<file path="src/rtl/gf2m_serial_multiplier.sv">
// Digit-serial GF(2^M) multiplier: MSB-first shift-reduce over operand b, DIGIT bits per cycle.
// Handshaked operand/result ports; an optional squaring mode reuses a as the multiplier.
module gf2m_serial_multiplier #(
    parameter int         M     = 8,
    parameter logic [M:0] POLY  = 9'h11B,
    parameter int         DIGIT = 1
) (
    input  logic         clk,
    input  logic         rst_n,
    input  logic         in_valid,
    output logic         in_ready,
    input  logic [M-1:0] a,
    input  logic [M-1:0] b,
    input  logic         op_sq,
    output logic         out_valid,
    input  logic         out_ready,
    output logic [M-1:0] result,
    output logic         busy
);

    localparam int STEPS = M / DIGIT;
    localparam int CW    = $clog2(STEPS + 1);

    typedef enum logic [1:0] {
        IDLE,
        CALC,
        DONE
    } state_t;

    state_t        state;
    logic [M-1:0]  a_q;
    logic [M-1:0]  b_q;
    logic [M-1:0]  acc;
    logic [M-1:0]  acc_next;
    logic [CW-1:0] cnt;

    // Multiply by x and reduce modulo POLY, keeping the value at M bits.
    function automatic logic [M-1:0] xtime(input logic [M-1:0] v);
        return {v[M-2:0], 1'b0} ^ (v[M-1] ? POLY[M-1:0] : '0);
    endfunction

    // Horner over the current digit (b_q's top DIGIT bits), one reduced shift per bit.
    always_comb begin
        // NOTE: blocking assignments here chain the per-bit steps within one cycle;
        // the default first keeps the block free of inferred latches.
        acc_next = acc;
        for (int i = DIGIT - 1; i >= 0; i--) begin
            acc_next = xtime(acc_next) ^ (b_q[M - DIGIT + i] ? a_q : '0);
        end
    end

    // Held low during reset so no operand can be offered while the block is being cleared.
    assign in_ready = rst_n && (state == IDLE);

    always_ff @(posedge clk or negedge rst_n) begin
        if (!rst_n) begin
            // NOTE: datapath registers are cleared too, so an aborted operation
            // leaves nothing behind that could leak into the next result.
            state     <= IDLE;
            a_q       <= '0;
            b_q       <= '0;
            acc       <= '0;
            cnt       <= '0;
            result    <= '0;
            out_valid <= 1'b0;
            busy      <= 1'b0;
        end else begin
            case (state)
                IDLE: begin
                    if (in_valid) begin
                        a_q   <= a;
                        b_q   <= op_sq ? a : b;
                        acc   <= '0;
                        cnt   <= CW'(STEPS);
                        busy  <= 1'b1;
                        state <= CALC;
                    end
                end
                CALC: begin
                    acc <= acc_next;
                    b_q <= b_q << DIGIT;
                    cnt <= cnt - CW'(1);
                    if (cnt == CW'(1)) begin
                        result    <= acc_next;
                        out_valid <= 1'b1;
                        state     <= DONE;
                    end
                end
                DONE: begin
                    if (out_ready) begin
                        out_valid <= 1'b0;
                        busy      <= 1'b0;
                        state     <= IDLE;
                    end
                end
                default: state <= IDLE;
            endcase
        end
    end

endmodule

</file>
<file path="config.mk">
export PLATFORM = sky130hd
export DESIGN_NAME = gf2m_serial_multiplier
export DESIGN_NICKNAME = d
export VERILOG_FILES = /design/src/rtl/gf2m_serial_multiplier.sv
export SDC_FILE = /design/constraint.sdc
export NUM_CORES = 1
export LEC_CHECK = 0
export ABC_AREA = 1
export BUFFER_PORTS_ARGS = -buffer_cell sky130_fd_sc_hd__buf_2
export CAP_MARGIN = 20
export CORE_ASPECT_RATIO = 1.75
export CORE_MARGIN = 1
export CORE_UTILIZATION = 50
export DETAILED_ROUTE_END_ITERATION = 12
export GPL_ROUTABILITY_DRIVEN = 0
export PLACE_DENSITY = 0.72
export SYNTH_ARGS = -nofsm -noshare
export SYNTH_HDL_FRONTEND = slang
export SYNTH_SLANG_ARGS = --single-unit
</file>
<file path="constraint.sdc">
create_clock -name clk -period 1.6 [get_ports clk]
set_clock_uncertainty 0.2 [all_clocks]
set_input_delay 0.16 -clock clk [delete_from_list [all_inputs] [get_ports clk]]
set_output_delay 0.16 -clock clk [all_outputs]
set_load 0.005 [all_outputs]
</file>
==> out/qor.txt, run 1 <==
power per cell area -> 1670 mW/mm^2
Gate power share -> 38.9%
Ant. Diodes -> 0
Die X-Extent -> 49 um
Switch Pwr -> 1.52 mW
#FFs+latches synth -> 40
TritonCTS clock tree -> yes
Fill cells -> 327
Synth Net Count -> 276
vias in the first global route -> 1617
Leak Pwr -> 1.30 nW
Worst EP required -> 1.24 ns
Worst setup EP type -> output port
routed wire length -> 4040 um
final hold vios -> 0
io pins -> 32
fmax -> 0.669 GHz
synth unique cells -> 17
status -> finished, final reports clean
share of power burned in registers -> 43.9%
Post-Synthesis Cells -> 253
clock latency on the worst-skew pair -> 0.29 ns
initial antenna violation count -> 0
chip height -> 84.3 um
Rows -> 29
Max-Cap Viols -> 0
Tightest Pin Transition -> 0.495 ns
DR vias/cell -> 4.78
placed instance area -> 0.00213 mm^2
Post-Route Utilization -> 63.8%
Tot Pwr -> 3.90 mW
VDD IR-drop max -> 983 uV
crit path time final -> 1.50 ns
fin crit share -> 93.5%
Congestion Overflow GR -> 0
area of the mapped netlist -> 0.00193 mm^2
Die Area -> 0.00413 mm^2
clock power share -> 17.2%
first-pass GRT wire length -> 7060 um
Sw Share -> 39.0%
Finished Cell Area -> 0.00234 mm^2
WS Path Type -> reg -> out
routed vias -> 1658
TritonRoute pass-1 iters -> 4
CP arrival -> 1.14 ns
initial drt markers -> 12
CTS Buffer Depth -> 2
setup tns final -> 0 ns
largest net degree at the start of global routing -> 41
Min-Delay Path Class -> in -> reg
residual DRC count -> 0
Placeable Area -> 0.00366 mm^2
Antenna Violating Nets Remaining -> 0
Starting Density -> 52.7%
DP HPWL -> 2870 um
Synthesis Warnings -> 0
final setup fails -> 0
final net count -> 323
area of the multi-input gates -> 792 um^2
Reg clk slew, reported paths -> 0.07 ns
drt wl/cell -> 11.7 um
Int Pwr -> 2.38 mW
relative slew slack -> 67.0%
Port Buffer Count -> 31
CTS Sinks -> 40
Clock Tree Root -> clkbuf_8
Post-Syn Area per Cell -> 7.64 um^2
Num CTS Buffers -> 5
Final Slew Violations -> 0
Startpoint Class -> register
htree depth -> 2
share of cells above drive strength 1 -> 16.9%
Area Growth Syn to Fin -> 21.0%
worst hold margin -> 0.00976 ns
Total GRT Usage -> 22.6%
crit-path max FO -> 4
FF/Latch Area -> 0.00100 mm^2
Seq/Total Area, Yosys -> 51.8%
## cells in the final DEF, fill, tap and decap left out, types with 2 or more instances in the layout
cell type      instances
dlygate4sd3_1         10
clkbuf_8               6
ha_1                   2
inv_1                 22
buf_4                  6
xnor2_1                4
o21ai_0               13
nor2_1                 4
inv_2                  4
dfrtp_1               40
nand2_1              128
clkbuf_1               2
nand3_1               22
buf_2                 31
nor2_4                 2
## kinds of logic (layout without fill, tap and decap cells)
| kind of cell | Yosys count | in the layout | synth area share [%] |
|---|---|---|---|
| DFF | 40 | 40 | 51.8 |
| AOI/OAI and AO/OA | 15 | 15 | 4.14 |
| adders and majority gates | 2 | 2 | 1.29 |
| xor gates and xnor gates | 5 | 5 | 2.27 |
| buffers and inverters | 33 | 81 | 7.25 |
| and+or+nand+nor | 158 | 158 | 33.3 |
## area by class of cell
| type | instances | area share [%] |
|---|---|---|
| Clock buffer | 8 | 3.85 |
| Inverter | 26 | 4.17 |
| Multi-Input combinational cell | 180 | 33.9 |
| Sequential cell | 40 | 42.8 |
| Tap cell | 46 | 2.46 |
| Timing Repair Buffer | 47 | 12.8 |
## power by group through the flow
stage          sequential, mW  clock, mW  combinational [mW]
2_1_floorplan            1.65          0                1.11
3_3_place_gp             1.72          0                1.46
3_5_place_dp             1.73          0                1.50
4_1_cts                  1.72      0.695                1.52
5_1_grt                  1.77      0.739                1.74
6_report                 1.71      0.672                1.52
## cell usage after synthesis, drive strengths merged
master	n	area [um^2]
nand2	128	480
nand3	23	120
dfrtp	40	1000
o21ai	14	73.8
xor2	1	8.76
buf	7	42.5
xnor2	4	35.0
nor2	6	37.5
inv	26	97.6
nor3	1	5.00
ha	2	25.0
o22ai	1	6.26
## critical path, stage by stage (launching register included)
cell     delay [ns]
dfrtp_1        0.43
inv_2          0.13
nand2_1        0.07
nor2_1         0.10
buf_2          0.12
## state kept, by name, summed over array words and instances, names as in the netlist
| name | flops |
|---|---|
| cnt | 4 |
| busy | 1 |
| acc | 8 |
| state | 2 |
| out_valid | 1 |
| a_q | 8 |
| b_q | 8 |
| result | 8 |
## per-layer routing
metal | vias to the layer above | track usage [%] | wire length (um)
met5 | - | 0 | 0
met4 | 0 | 10.7 | 102
met3 | 9 | 4.89 | 111
met2 | 30 | 39.8 | 2120
met1 | 754 | 25.4 | 1710
li1 | 865 | - | -
## per-stage QoR
| step | std cells | setup WS [ns] |
|---|---|---|
| after CTS | 345 | 0.0645 |
| after global placement | 327 | 0.140 |
| final | 347 | 0.105 |
| after floorplan | 253 | 0.207 |
| after detailed placement | 327 | 0.0811 |
| after global routing | 347 | -0.00986 |
## worst paths after layout
kind                                       start               endpoint  slack [ns]  depth (start not counted)
max                         state[0]$_DFFE_PN0P_               in_ready        0.10                          4
min                                     in_valid       busy$_DFFE_PN0P_        0.01                          3
max reg2reg                   cnt[1]$_DFFE_PN0P_  result[4]$_DFFE_PN0P_        0.11                          7
min reg2reg                result[7]$_DFFE_PN0P_  result[7]$_DFFE_PN0P_        0.27                          2
max in group asynchronous                  rst_n     b_q[1]$_DFFE_PN0P_        0.58                          3
min in group asynchronous                  rst_n       busy$_DFFE_PN0P_        0.27                          3
## what timing repair did
action                                 in CTS  in global routing
endpoints found under the hold margin      51                  0
setup buffers                               0                  2
setup endpoints to repair                   0                  8
resized for setup                           0                  0
hold buffers                               10                  0
Power figures use the tool's default switching activity.
==> inputs of run 2 (changes only) <==
- CTS_BUF_LIST: default -> sky130_fd_sc_hd__clkbuf_8
==> out/qor.txt, run 2 (synthesis results as in run 1) <==
DP Worst Slack -> 0.0811 ns (unchanged)
TritonRoute pass-1 iters -> 4 (unchanged)
commonest non-fill, non-tap cell in the layout -> nand2_1 (unchanged)
vias in the first global route -> 1617 (unchanged)
dpl cells -> 327 (unchanged)
htree depth -> 2 (unchanged)
Hold Path Cell Cnt -> 3 (unchanged)
final hold vios -> 0 (unchanged)
worst hold margin -> 0.00987 ns (was 0.00976 ns)
Final Slew Violations -> 0 (unchanged)
Num CTS Buffers -> 5 (unchanged)
Startpoint Class -> register (unchanged)
largest net degree at the start of global routing -> 41 (unchanged)
Tightest Pin Transition -> 0.495 ns (unchanged)
CTS Buffer Depth -> 2 (unchanged)
setup slack, reg-to-reg -> 0.11 ns (about the same)
DR vias/cell -> 4.78 (about the same)
initial drt markers -> 14 (was 12)
Post-Route Utilization -> 63.8% (unchanged)
share of cells above drive strength 1 -> 16.9% (unchanged)
initial antenna violation count -> 0 (unchanged)
routed vias -> 1660 (was 1658)
Area Growth Syn to Fin -> 21.0% (unchanged)
Congestion Overflow GR -> 0 (unchanged)
Rows -> 29 (unchanged)
reg2reg start -> cnt[1]$_DFFE_PN0P_ (unchanged)
fmax -> 0.669 GHz (about the same)
status -> finished, final reports clean (unchanged)
commonest cells after routing, fill and taps aside -> nand2_1 (128), dfrtp_1 (40), buf_2 (31) (unchanged)
crit-path max FO -> 4 (unchanged)
Tot Pwr -> 3.89 mW (was 3.90 mW)
CTS Sinks -> 40 (unchanged)
WS Path Type -> reg -> out (unchanged)
Die Area -> 0.00413 mm^2 (unchanged)
io pins -> 32 (unchanged)
area of the multi-input gates -> 792 um^2 (unchanged)
Max-Cap Viols -> 0 (unchanged)
final net count -> 323 (unchanged)
drt wl/cell -> 11.7 um (about the same)
Finished Cell Area -> 0.00234 mm^2 (unchanged)
reg2reg path depth -> 7 (unchanged)
TritonCTS clock tree -> yes (unchanged)
met1 wire length -> 1720 um (was 1710 um)
relative slew slack -> 67.0% (unchanged)
DP HPWL -> 2870 um (unchanged)
Port Buffer Count -> 31 (unchanged)
min-delay src -> in_valid (unchanged)
reg2reg end -> result[4]$_DFFE_PN0P_ (unchanged)
Die X-Extent -> 49 um (unchanged)
Max Used Layer -> met4 (unchanged)
Starting Density -> 52.7% (unchanged)
VDD IR-drop max -> 983 uV (about the same)
metal3 WL -> 111 um (unchanged)
sink of the worst hold path -> busy$_DFFE_PN0P_ (unchanged)
fin crit share -> 93.5% (about the same)
Fill cells -> 327 (unchanged)
clock latency on the worst-skew pair -> 0.29 ns (about the same)
Min-Delay Path Class -> in -> reg (unchanged)
Reg clk slew, reported paths -> 0.07 ns (about the same)
routed wire length -> 4050 um (was 4040 um)
Antenna Violating Nets Remaining -> 0 (unchanged)
residual DRC count -> 0 (unchanged)
placed instance area -> 0.00213 mm^2 (unchanged)
CP arrival -> 1.14 ns (about the same)
chip height -> 84.3 um (unchanged)
Clock Tree Root -> clkbuf_8 (unchanged)
Worst EP required -> 1.24 ns (about the same)
final setup fails -> 0 (unchanged)
Total GRT Usage -> 22.6% (unchanged)
Placeable Area -> 0.00366 mm^2 (unchanged)
crit path time final -> 1.50 ns (about the same)
Leak Pwr -> 1.31 nW (was 1.30 nW)
fin worst setup slack -> 0.105 ns (about the same)
metal2 WL -> 2120 um (about the same)
Non-Filler Instances -> 347 (unchanged)
power per cell area -> 1670 mW/mm^2 (about the same)
first-pass GRT wire length -> 7060 um (unchanged)
FF/Latch Area -> 0.00100 mm^2 (unchanged)
setup tns final -> 0 ns (unchanged)
Worst setup EP type -> output port (unchanged)
Ant. Diodes -> 0 (unchanged)
[run 2: cell types whose count changed in the layout (fill, tap and decap cells not counted), sizes merged]
cell    before  now
clkbuf       8    6
inv         26   28
[run 2: layout make-up]
type | instances | share of cell area (%)
clock buffers | 6 | 3.53
clock inverters | 2 | 0.321
inverters | 26 | 4.17
multi-input cells | 180 | 33.9
flip-flops and latches | 40 | 42.8
well taps | 46 | 2.46
repair buffers | 47 | 12.8
[run 2: per-layer routing]
layer	vias up	GRT usage, %
li1	866	-
met4	0	10.7
met1	755	25.4
met5	-	0
met3	9	4.89
met2	30	39.8
[run 2: how the worst max path moves through the flow]
stage / start / endpoint / slack, ns / cells past startpoint
5_1_grt: cnt[1]$_DFFE_PN0P_ / result[1]$_DFFE_PN0P_ / -0.009 / 7
6_report: state[0]$_DFFE_PN0P_ / in_ready / 0.10 / 4
3_3_place_gp: cnt[1]$_DFFE_PN0P_ / result[3]$_DFFE_PN0P_ / 0.14 / 7
2_1_floorplan: cnt[1]$_DFFE_PN0P_ / result[1]$_DFFE_PN0P_ / 0.21 / 7
4_1_cts: cnt[1]$_DFFE_PN0P_ / result[1]$_DFFE_PN0P_ / 0.06 / 7
3_5_place_dp: cnt[1]$_DFFE_PN0P_ / result[1]$_DFFE_PN0P_ / 0.08 / 7
[run 2: what timing repair did]
item / in CTS / in global routing
endpoints found under the setup margin: 0 / 8
resized for setup: 0 / 0
hold endpoints to repair: 51 / 0
buffers inserted: 0 / 2
hold buffers: 10 / 0
[run 2: where the power goes]
| part | internal [mW] | switching [mW] |
|---|---|---|
| combinational | 0.595 | 0.925 |
| clock | 0.339 | 0.322 |
| sequential | 1.43 | 0.279 |
| total | 2.37 | 1.53 |
[run 2: worst max-delay path: stages, from the launching register on]
cell,delay [ns]
dfrtp_1,0.43
inv_2,0.13
nand2_1,0.07
nor2_1,0.10
buf_2,0.12
==> inputs of run 3 (changes only) <==
- CORE_MARGIN: 1 -> 3
- GPL_ROUTABILITY_DRIVEN: 0 -> default
==> out/qor.txt, run 3 (synthesis results as in run 1) <==
status -> finished, final reports clean (unchanged)
Port Buffer Count -> 31 (unchanged)
Placeable Area -> 0.00366 mm^2 (unchanged)
Num CTS Buffers -> 5 (unchanged)
Die Area -> 0.00468 mm^2 (was 0.00413 mm^2)
gpl congestion -> 0.764
final setup fails -> 0 (unchanged)
fmax -> 0.678 GHz (was 0.669 GHz)
WS Path Type -> reg -> out (unchanged)
slowest library cell on the worst path -> dfrtp_1 (unchanged)
initial antenna violation count -> 0 (unchanged)
VDD IR-drop max -> 1080 uV (was 983 uV)
residual DRC count -> 0 (unchanged)
Ant. Diodes -> 0 (unchanged)
final hold vios -> 0 (unchanged)
Buf/Inv on CP -> 2 (unchanged)
share of cells above drive strength 1 -> 17.3% (was 16.9%)
delay of the slowest cell on the worst path -> 0.43 ns (about the same)
Startpoint Class -> register (unchanged)
Worst EP required -> 1.24 ns (about the same)
DR vias/cell -> 4.77 (was 4.78)
Area Growth Syn to Fin -> 21.0% (unchanged)
DP HPWL -> 2960 um (was 2870 um)
TritonCTS clock tree -> yes (unchanged)
Tightest Pin Transition -> 0.491 ns (was 0.495 ns)
Starting Density -> 52.7% (unchanged)
Worst setup EP type -> output port (unchanged)
Total GRT Usage -> 20.5% (was 22.6%)
Max-Cap Viols -> 0 (unchanged)
io pins -> 32 (unchanged)
fin crit share -> 92.2% (was 93.5%)
Clock Tree Root -> clkbuf_8 (unchanged)
CP arrival -> 1.12 ns (was 1.14 ns)
Leak Pwr -> 1.31 nW (about the same)
fin worst setup slack -> 0.124 ns (was 0.105 ns)
first-pass GRT wire length -> 6850 um (was 7060 um)
htree depth -> 2 (unchanged)
TritonRoute pass-1 iters -> 4 (unchanged)
final net count -> 324 (was 323)
vias in the first global route -> 1613 (was 1617)
commonest non-fill, non-tap cell in the layout -> nand2_1 (unchanged)
clock latency on the worst-skew pair -> 0.29 ns (about the same)
DP Worst Slack -> 0.0816 ns (was 0.0811 ns)
Min-Delay Path Class -> in -> reg (unchanged)
Final Slew Violations -> 0 (unchanged)
chip height -> 88.3 um (was 84.3 um)
crit-path max FO -> 4 (unchanged)
CTS Buffer Depth -> 2 (unchanged)
routed wire length -> 4120 um (was 4050 um)
largest net degree at the start of global routing -> 41 (unchanged)
RSZ-0062 raised after global routing -> no
Rows -> 29 (unchanged)
commonest cells after routing, fill and taps aside -> nand2_1 (128), dfrtp_1 (40), buf_2 (31) (unchanged)
drt wl/cell -> 11.9 um (was 11.7 um)
crit path time final -> 1.48 ns (was 1.50 ns)
CTS Sinks -> 40 (unchanged)
relative slew slack -> 67.3% (was 67.0%)
Congestion Overflow GR -> 0 (unchanged)
initial drt markers -> 28 (was 14)
Worst path top cell family by delay -> flip-flops (unchanged)
power per cell area -> 1650 mW/mm^2 (was 1670 mW/mm^2)
Reg clk slew, reported paths -> 0.07 ns (about the same)
routed vias -> 1656 (was 1660)
setup tns final -> 0 ns (unchanged)
Fill cells -> 339 (was 327)
CP Cell Sequence -> inv_2 > nand2_1 > nor2_1 > buf_2 (unchanged)
Die X-Extent -> 53 um (was 49 um)
Antenna Violating Nets Remaining -> 0 (unchanged)
[run 3: per-layer routing]
layer  vias to the layer above  GRT usage [%]  routed length (um)
met5                         -              0                   0
met4                         0           12.6                 159
met3                        12           4.55                 126
met2                        31           36.2                2260
met1                       743           21.3                1570
li1                        870              -                   -
[run 3: path summary, 6_finish.rpt]
path                            cells past startpoint                   from                     to  slack, ns
worst max-delay path                                4   state[0]$_DFFE_PN0P_               in_ready       0.12
worst max register to register                      7     cnt[1]$_DFFE_PN0P_  result[4]$_DFFE_PN0P_       0.13
worst min-delay path                                5                   b[3]     b_q[3]$_DFFE_PN0P_       0.01
max in group asynchronous                           3                  rst_n     b_q[1]$_DFFE_PN0P_       0.60
min in group asynchronous                           3                  rst_n       busy$_DFFE_PN0P_       0.26
worst min register to register                      2  result[7]$_DFFE_PN0P_  result[7]$_DFFE_PN0P_       0.27
[run 3: tightest hold or removal path, stage by stage]
cell     delay [ns]
buf_2          0.09
inv_1          0.03
o21ai_0        0.06
nand2_1        0.06
nand3_1        0.06
[run 3: power breakdown]
group          switching, mW  total [mW]  leakage, nW  internal, mW
Combinational          0.925        1.53        0.760         0.606
Sequential             0.266        1.70        0.502          1.43
Clock                  0.334       0.624       0.0452         0.290
[run 3: repair_timing]
action | CTS | global route
setup buffers | 0 | 1
endpoints found under the setup margin | 0 | 8
gates resized for setup | 0 | 2
hold buffers | 11 | 0
endpoints found under the hold margin | 56 | 0
[run 3: stage by stage]
| step | cell area [um^2] | total power [mW] | cells | utilization, % | hold slack (ns) |
|---|---|---|---|---|---|
| 6_report | 2340 | 3.86 | 347 | 63.8 | 0.0106 |
| 5_1_grt | 2340 | 4.23 | 347 | 63.8 | 0.0356 |
| 2_1_floorplan | 1930 | 2.76 | 253 | - | -0.336 |
| 3_5_place_dp | 2140 | 3.25 | 328 | 58.4 | 0.0609 |
| 4_1_cts | 2330 | 3.90 | 346 | 63.5 | 0.00585 |
| 3_3_place_gp | 2140 | 3.20 | 328 | 58.4 | 0.0589 |
[run 3: layout make-up]
cell class              count  area [um^2]  share of cell area (%)
flip-flops and latches     40         1000                    42.8
well taps                  46         57.6                    2.46
inverters                  26          100                    4.28
multi-input cells         180          792                    33.9
repair buffers             48          310                    13.3
clock inverters             2         8.76                   0.375
clock buffers               5         68.8                    2.94
